**src/rtl/br_credit_counter_vc_pool.sv**
```systemverilog
`default_nettype none
// ============================================================================
// Module   : br_credit_counter_vc_pool
// Brief    : Sender-side credit counter for a multi-VC link. Each virtual
//            channel owns a dedicated pool. All channels share one pool that
//            they may borrow from, with one round-robin borrow per cycle.
// Revision : 1.0 - initial release
// ============================================================================
module br_credit_counter_vc_pool #(
  parameter int NumChannels  = 2,
  parameter int DedicatedMax = 4,
  parameter int SharedMax    = 8,
  parameter int MaxChange    = 1,
  localparam int DW = $clog2(DedicatedMax + 1),
  localparam int SW = $clog2(SharedMax + 1),
  localparam int CW = $clog2(MaxChange + 1)
) (
  input  logic                      clk,
  input  logic                      rst,
  input  logic [NumChannels-1:0]    i_incr_valid,
  input  logic [NumChannels*CW-1:0] i_incr,
  input  logic [NumChannels-1:0]    i_decr_valid,
  input  logic [NumChannels*CW-1:0] i_decr,
  output logic [NumChannels-1:0]    o_decr_ready,
  output logic [NumChannels-1:0]    o_decr_from_shared,
  input  logic [NumChannels*DW-1:0] i_initial_dedicated,
  input  logic [SW-1:0]             i_initial_shared,
  output logic [NumChannels*DW-1:0] o_dedicated_value,
  output logic [SW-1:0]             o_shared_value,
  output logic [NumChannels*SW-1:0] o_borrowed
);

  localparam int PW = $clog2(NumChannels);

  typedef enum logic [0:0] {
    S_INIT = 1'b0,
    S_RUN  = 1'b1
  } state_t;

  state_t          r_state;
  state_t          w_state_next;
  logic            w_run;

  logic [DW-1:0]   r_dedicated [NumChannels];
  logic [SW-1:0]   r_borrowed  [NumChannels];
  logic [SW-1:0]   r_shared;
  logic [PW-1:0]   r_rr_ptr;

  logic [CW-1:0]   w_inc       [NumChannels];
  logic [CW-1:0]   w_dec       [NumChannels];
  logic [SW-1:0]   w_ret       [NumChannels];
  logic [DW:0]     w_ded_avail [NumChannels];
  logic [DW:0]     w_ded_next  [NumChannels];
  logic [SW:0]     w_bor_next  [NumChannels];
  logic [DW-1:0]   w_init_ded  [NumChannels];
  logic [NumChannels-1:0] w_ded_ok;
  logic [NumChannels-1:0] w_need;
  logic [NumChannels-1:0] w_take;
  logic [NumChannels-1:0] w_split;

  logic [SW:0]     w_sh_avail;
  logic [SW:0]     w_sh_next;
  logic            w_found;
  logic [PW-1:0]   w_winner;
  logic [PW:0]     w_scan;
  logic [CW-1:0]   w_dec_win;
  logic            w_grant;
  logic [PW:0]     w_rr_inc;
  logic [PW-1:0]   w_rr_next;
  logic [31:0]     w_pool_total;

  assign w_run = (r_state == S_RUN);

  // Per-channel return split, dedicated availability and dedicated consume.
  for (genvar c = 0; c < NumChannels; c++) begin : g_chan
    logic [SW-1:0] w_inc_sw;

    assign w_inc[c]      = (w_run && i_incr_valid[c]) ? i_incr[c*CW +: CW] : '0;
    assign w_dec[c]      = i_decr[c*CW +: CW];
    assign w_init_ded[c] = i_initial_dedicated[c*DW +: DW];
    assign w_inc_sw      = SW'(w_inc[c]);

    // Returned credit pays back borrowed shared credit first.
    assign w_ret[c]       = (w_inc_sw < r_borrowed[c]) ? w_inc_sw : r_borrowed[c];
    assign w_ded_avail[c] = {1'b0, r_dedicated[c]} + (DW+1)'(w_inc[c]) - (DW+1)'(w_ret[c]);

    assign w_ded_ok[c] = w_run && i_decr_valid[c] && ((DW+1)'(w_dec[c]) <= w_ded_avail[c]);
    assign w_need[c]   = w_run && i_decr_valid[c] && !w_ded_ok[c];
    assign w_take[c]   = w_grant && (w_winner == PW'(c));
    assign w_split[c]  = (w_ret[c] != '0) && (SW'(w_inc[c]) > w_ret[c]);

    assign o_decr_ready[c]       = w_ded_ok[c] || w_take[c];
    assign o_decr_from_shared[c] = w_take[c];

    assign w_ded_next[c] = w_ded_avail[c] - (w_ded_ok[c] ? (DW+1)'(w_dec[c]) : '0);
    assign w_bor_next[c] = {1'b0, r_borrowed[c]} - (SW+1)'(w_ret[c])
                         + (w_take[c] ? (SW+1)'(w_dec[c]) : '0);

    assign o_dedicated_value[c*DW +: DW] = r_dedicated[c];
    assign o_borrowed[c*SW +: SW]        = r_borrowed[c];
  end

  assign o_shared_value = r_shared;

  // Shared availability includes every channel's same-cycle repayment.
  always_comb begin
    w_sh_avail = {1'b0, r_shared};
    for (int c = 0; c < NumChannels; c++) begin
      w_sh_avail = w_sh_avail + (SW+1)'(w_ret[c]);
    end
  end

  // Round-robin pick of the first channel needing shared credit at/after rr_ptr.
  always_comb begin
    w_found  = 1'b0;
    w_winner = r_rr_ptr;
    w_scan   = '0;
    for (int i = 0; i < NumChannels; i++) begin
      w_scan = {1'b0, r_rr_ptr} + (PW+1)'(i);
      if (w_scan >= (PW+1)'(NumChannels)) begin
        w_scan = w_scan - (PW+1)'(NumChannels);
      end
      if (!w_found && w_need[w_scan[PW-1:0]]) begin
        w_found  = 1'b1;
        w_winner = w_scan[PW-1:0];
      end
    end
  end

  assign w_dec_win = w_dec[w_winner];
  assign w_grant   = w_found && ((SW+1)'(w_dec_win) <= w_sh_avail);
  assign w_sh_next = w_sh_avail - (w_grant ? (SW+1)'(w_dec_win) : '0);

  // Pointer moves past the winner only on a granted borrow, so a stalled winner keeps priority.
  always_comb begin
    w_rr_inc  = {1'b0, w_winner} + (PW+1)'(1);
    w_rr_next = r_rr_ptr;
    if (w_grant) begin
      w_rr_next = (w_rr_inc >= (PW+1)'(NumChannels)) ? '0 : w_rr_inc[PW-1:0];
    end
  end

  // Init/run sequencing: a single load cycle after reset, then run forever.
  always_comb begin
    w_state_next = r_state;
    if (r_state == S_INIT) begin
      w_state_next = S_RUN;
    end
  end

  // FSM state register.
  always_ff @(posedge clk or posedge rst) begin
    if (rst) begin
      r_state <= S_INIT;
    end else begin
      r_state <= w_state_next;
    end
  end

  // Counter registers: loaded on the init cycle, updated every run cycle.
  always_ff @(posedge clk or posedge rst) begin
    if (rst) begin
      r_shared <= '0;
      r_rr_ptr <= '0;
      for (int c = 0; c < NumChannels; c++) begin
        r_dedicated[c] <= '0;
        r_borrowed[c]  <= '0;
      end
    end else if (r_state == S_INIT) begin
      r_shared <= i_initial_shared;
      r_rr_ptr <= '0;
      for (int c = 0; c < NumChannels; c++) begin
        r_dedicated[c] <= w_init_ded[c];
        r_borrowed[c]  <= '0;
      end
    end else begin
      r_shared <= w_sh_next[SW-1:0];
      r_rr_ptr <= w_rr_next;
      for (int c = 0; c < NumChannels; c++) begin
        r_dedicated[c] <= w_ded_next[c][DW-1:0];
        r_borrowed[c]  <= w_bor_next[c][SW-1:0];
      end
    end
  end

`ifndef SYNTHESIS
  // Total shared credit (free plus borrowed) that the next state would hold.
  always_comb begin
    w_pool_total = 32'(w_sh_next);
    for (int c = 0; c < NumChannels; c++) begin
      w_pool_total = w_pool_total + 32'(w_bor_next[c]);
    end
  end

  // Range and conservation checks on the values about to be committed.
  always_ff @(posedge clk) begin
    if (!rst) begin
      if (r_state == S_INIT) begin
        assert (i_initial_shared <= SW'(SharedMax))
          else $error("initial_shared out of range");
        for (int c = 0; c < NumChannels; c++) begin
          assert (w_init_ded[c] <= DW'(DedicatedMax))
            else $error("initial_dedicated out of range");
        end
      end else begin
        for (int c = 0; c < NumChannels; c++) begin
          assert (!i_incr_valid[c] || (i_incr[c*CW +: CW] <= CW'(MaxChange)))
            else $error("incr exceeds MaxChange");
          assert (!i_decr_valid[c] || (w_dec[c] <= CW'(MaxChange)))
            else $error("decr exceeds MaxChange");
          assert (w_ded_next[c] <= (DW+1)'(DedicatedMax))
            else $error("dedicated overflow");
        end
        assert (w_sh_next <= (SW+1)'(SharedMax))
          else $error("shared overflow");
        assert (w_pool_total <= 32'(SharedMax))
          else $error("shared plus borrowed exceeds SharedMax");
      end
    end
  end

  cover property (@(posedge clk) disable iff (rst) w_run && r_shared == '0);
  cover property (@(posedge clk) disable iff (rst) w_run && r_shared == SW'(SharedMax));
  cover property (@(posedge clk) disable iff (rst) w_run && r_dedicated[0] == '0);
  cover property (@(posedge clk) disable iff (rst) w_run && r_dedicated[0] == DW'(DedicatedMax));
  cover property (@(posedge clk) disable iff (rst) $countones(w_need) > 1);
  cover property (@(posedge clk) disable iff (rst) w_run && (w_split != '0));
`endif

endmodule
`default_nettype wire
```
**config.mk**
```make
export PLATFORM = sky130hd
export DESIGN_NAME = br_credit_counter_vc_pool
export DESIGN_NICKNAME = d
export VERILOG_FILES = /design/src/rtl/br_credit_counter_vc_pool.sv
export SDC_FILE = /design/constraint.sdc
export NUM_CORES = 1
export LEC_CHECK = 0
export BUFFER_PORTS_ARGS = -buffer_cell sky130_fd_sc_hd__buf_2
export CELL_PAD_IN_SITES_DETAIL_PLACEMENT = 0
export CELL_PAD_IN_SITES_GLOBAL_PLACEMENT = 2
export CORE_ASPECT_RATIO = 1.2
export CORE_MARGIN = 2
export CORE_UTILIZATION = 33
export CTS_CLUSTER_DIAMETER = 60
export DETAILED_ROUTE_END_ITERATION = 12
export PLACE_DENSITY = 0.78
export SLEW_MARGIN = 20
export SYNTH_ARGS = -nofsm -noshare
export SYNTH_HDL_FRONTEND = slang
export SYNTH_SLANG_ARGS = --single-unit
```
**constraint.sdc**
```tcl
create_clock -name clk -period 7 [get_ports clk]
set_input_delay 0 -clock clk [delete_from_list [all_inputs] [get_ports clk]]
set_output_delay 0 -clock clk [all_outputs]
set_load 0.03 [all_outputs]
```
==> impl_metrics.ini <==
[outcome]
status = complete, no violations

[logic_synthesis]
synth_area_um2 = 1930
syn_inst = 202
synth_area_per_cell_um2 = 9.56
ys_seq_area_frac = 0.259
synth_warnings = 0
async_reset_ff_frac = 1.00
synth_top_flop_cell = dfrtp_1
yosys_register_bits = 20
synth_enable_flop_cells = 0
ys_types = 37

[detailed_routing]
dr.pass1.iters = 4
drt-total-wl_mm = 4.02
drt-vias-per-instance = 4.42
drt-initial-drc-count = 37
routedWlPerCell_um = 11.9
drc = 0
num_vias = 1493
ant_nets = 0

[sta]
finalHoldViolations = 0
relSlewSlack = 0.428
max_freq_mhz = 177
tightest_slew_ps = 857
setup_tns_ps = 0
rsz0062_at_grt = false
finalSetupViolCount = 0
fin_crit_ps = 5660
drv_slew = 0
fin_skew_ps = 1.85
min_period_over_period = 0.809

[power_and_ir_drop]
netSwitchingFraction = 0.472
power_frac_clock = 0.108
power.leakage_nw = 1.28
powerDensity_nw_per_um2 = 352
ir_worst_vdd_mv = 0.125
p_comb_frac = 0.682
p_sw_uw = 399
p_int_uw = 447
fin_total_pwr_uw = 846
power.share.sequential = 0.210

[global_route]
first_global_vias = 1532
gr-usage-met2 = 0.235
track_usage = 0.141
antenna_found_initial = 0
use_met3 = 0.0161
grt-ovfl-total = 0
grt_max_degree = 21
busiest_layer = met2
use_met1 = 0.192
grt_pass1_wl_mm = 7.10

[cells_and_area]
syn_to_final_growth_pct = 24.5
fin_nets = 322
layout-drive-gt1-share = 0.198
num_antenna_cells = 0

[setup_path]
crit_path_end_kind = flop
worstPathRequired_ps = 7160
cp_max_fo = 15
r2r-end = o_borrowed[6]$_DFF_PP0_
r2r_slack_ps = 1340
start_kind = flop
timing.rr.start = r_state$_DFF_PP0_
reg2reg_depth = 23
crit_type = reg2reg
arrival_ps = 5820

[cts]
cts.htree.levels = 1
post-cts-setup-buffer-count = 0
cts_buffers = 3
cts_hold_buf = 11
clock_latency_ps = 260
cts_root_buf = clkbuf_8
cts_tree = built
max-clock-path-buffers = 2
ctsResizeCount = 0
cts.clk_slew.worst_paths_ps = 80
cts.sinks = 20

[die]
coreArea_um2 = 5670
start_util = 0.341
dieArea_um2 = 6480
die_x_um = 73.8
die_y_um = 87.8
fp-row-count = 30
io_pins = 42

[flow_run]
maxCapViolations = 0

[worst_hold_path]
whs_path_depth = 5
min_path_type = in2reg
min_delay_worst_endpoint = o_dedicated_value[0]$_DFF_PP0_
min-delay-start = i_decr_valid[0]

[placement]
dpl.hpwl_mm = 3.31
io_buffers = 41
gp_congestion = 0.786
-- worst max-delay path by stage --
stage                             from                       to  slack [ps]  cells after the start
2_1_floorplan  o_borrowed[2]$_DFF_PP0_  o_borrowed[2]$_DFF_PP0_        1220                     25
3_3_place_gp         r_state$_DFF_PP0_  o_borrowed[2]$_DFF_PP0_        1450                     22
3_5_place_dp         r_state$_DFF_PP0_  o_borrowed[6]$_DFF_PP0_        1310                     23
4_1_cts              r_state$_DFF_PP0_  o_borrowed[6]$_DFF_PP0_        1280                     23
5_1_grt              r_state$_DFF_PP0_  o_borrowed[6]$_DFF_PP0_         740                     23
6_report             r_state$_DFF_PP0_  o_borrowed[6]$_DFF_PP0_        1340                     23
-- power by group through the flow --
stage                     Sequential, mW  Clock, mW  Combinational (mW)
after floorplan                    0.240          0               0.385
after global placement             0.180          0               0.582
after detailed placement           0.182          0               0.578
after CTS                          0.180     0.0961               0.586
after global routing               0.185      0.100               0.658
final                              0.178     0.0914               0.577
-- cells in the mapped netlist (2+ instances only) --
| master | instances | share of area |
|---|---|---|
| a211oi_2 | 2 | 0.013 |
| a21o_1 | 4 | 0.016 |
| a21oi_1 | 12 | 0.031 |
| and2_1 | 7 | 0.023 |
| clkbuf_1 | 3 | 0.0058 |
| conb_1 | 2 | 0.0039 |
| dfrtp_1 | 20 | 0.26 |
| fa_1 | 9 | 0.093 |
| ha_1 | 34 | 0.22 |
| inv_1 | 40 | 0.078 |
| mux2i_1 | 6 | 0.031 |
| nand2_1 | 10 | 0.019 |
| nand2b_1 | 3 | 0.0097 |
| nand3_1 | 3 | 0.0078 |
| nand4_1 | 2 | 0.0065 |
| nor2_1 | 10 | 0.019 |
| nor2b_1 | 2 | 0.0065 |
| nor3_1 | 3 | 0.0078 |
| xnor2_1 | 8 | 0.036 |
| xnor3_1 | 2 | 0.023 |
| xor2_1 | 4 | 0.018 |
-- cell type report --
| class | count | area [µm²] |
|---|---|---|
| tap | 80 | 100 |
| fill | 594 | 3260 |
| timing repair buffer | 53 | 323 |
| clock buffer | 4 | 55.1 |
| inverter | 40 | 150 |
| multi-input combinational | 141 | 1280 |
| sequential | 20 | 500 |
-- kinds of logic (layout without fill, tap and decap cells) --
logic type,after synthesis,after routing,share of synthesized area
xor+xnor,14,14,0.0777
flops,20,20,0.259
simple gates,45,45,0.125
fa+ha+maj,44,44,0.319
compound gates,26,26,0.0933
other cells,2,5,0.00389
mux,7,7,0.0369
buf+inv,44,97,0.0855
-- routing by layer --
| metal | up-vias | routed length, µm |
|---|---|---|
| met5 | - | 0 |
| met4 | 0 | 38 |
| met3 | 2 | 93 |
| met2 | 27 | 2010 |
| met1 | 696 | 1880 |
| li1 | 768 | - |
-- cell usage in the layout (no fill, tap or decap), types with 2 or more instances in the layout --
cell,instances
fa_1,9
dlygate4sd3_1,11
nor2_1,10
and2_1,7
nor2b_1,2
a21o_1,4
conb_1,5
inv_1,40
nand2_1,10
nand4_1,2
xnor2_1,8
xor2_1,4
nand2b_1,3
nor3_1,3
nand3_1,3
xnor3_1,2
a21oi_1,12
buf_2,41
mux2i_1,6
a211oi_2,2
clkbuf_8,4
ha_1,34
dfrtp_1,20
-- worst max-delay path, stage by stage (launching register included) --
cell and delay, ps:
dfrtp_1 660, nand3_1 280, nor2_1 250, ha_1 260
inv_1 60, ha_1 150, inv_1 50, fa_1 370
xnor2_1 170, nor4b_1 430, nand4_1 170, maj3_1 380
mux2i_1 130, ha_1 300, or4_1 540, o211a_1 160
nand2_1 70, ha_1 220, inv_1 60, ha_1 150
inv_1 50, fa_1 370, xnor2_1 130, and2_1 150
-- state kept, by name, summed over array words and instances, names as in the netlist --
register and cells:
r_rr_ptr 1, r_state 1, o_shared_value 4, o_dedicated_value 6, o_borrowed 8
-- stage by stage --
step	cells	area [µm²]	hold slack [ps]	setup WS (ps)	util
floorplan	205	1940	-36.2	1220	-
global placement	323	2240	236	1450	0.395
detailed placement	323	2240	238	1310	0.395
CTS	338	2410	220	1280	0.425
global route	338	2410	287	743	0.425
finish	338	2410	232	1340	0.425
No activity file was read; power rests on OpenSTA's default activity.
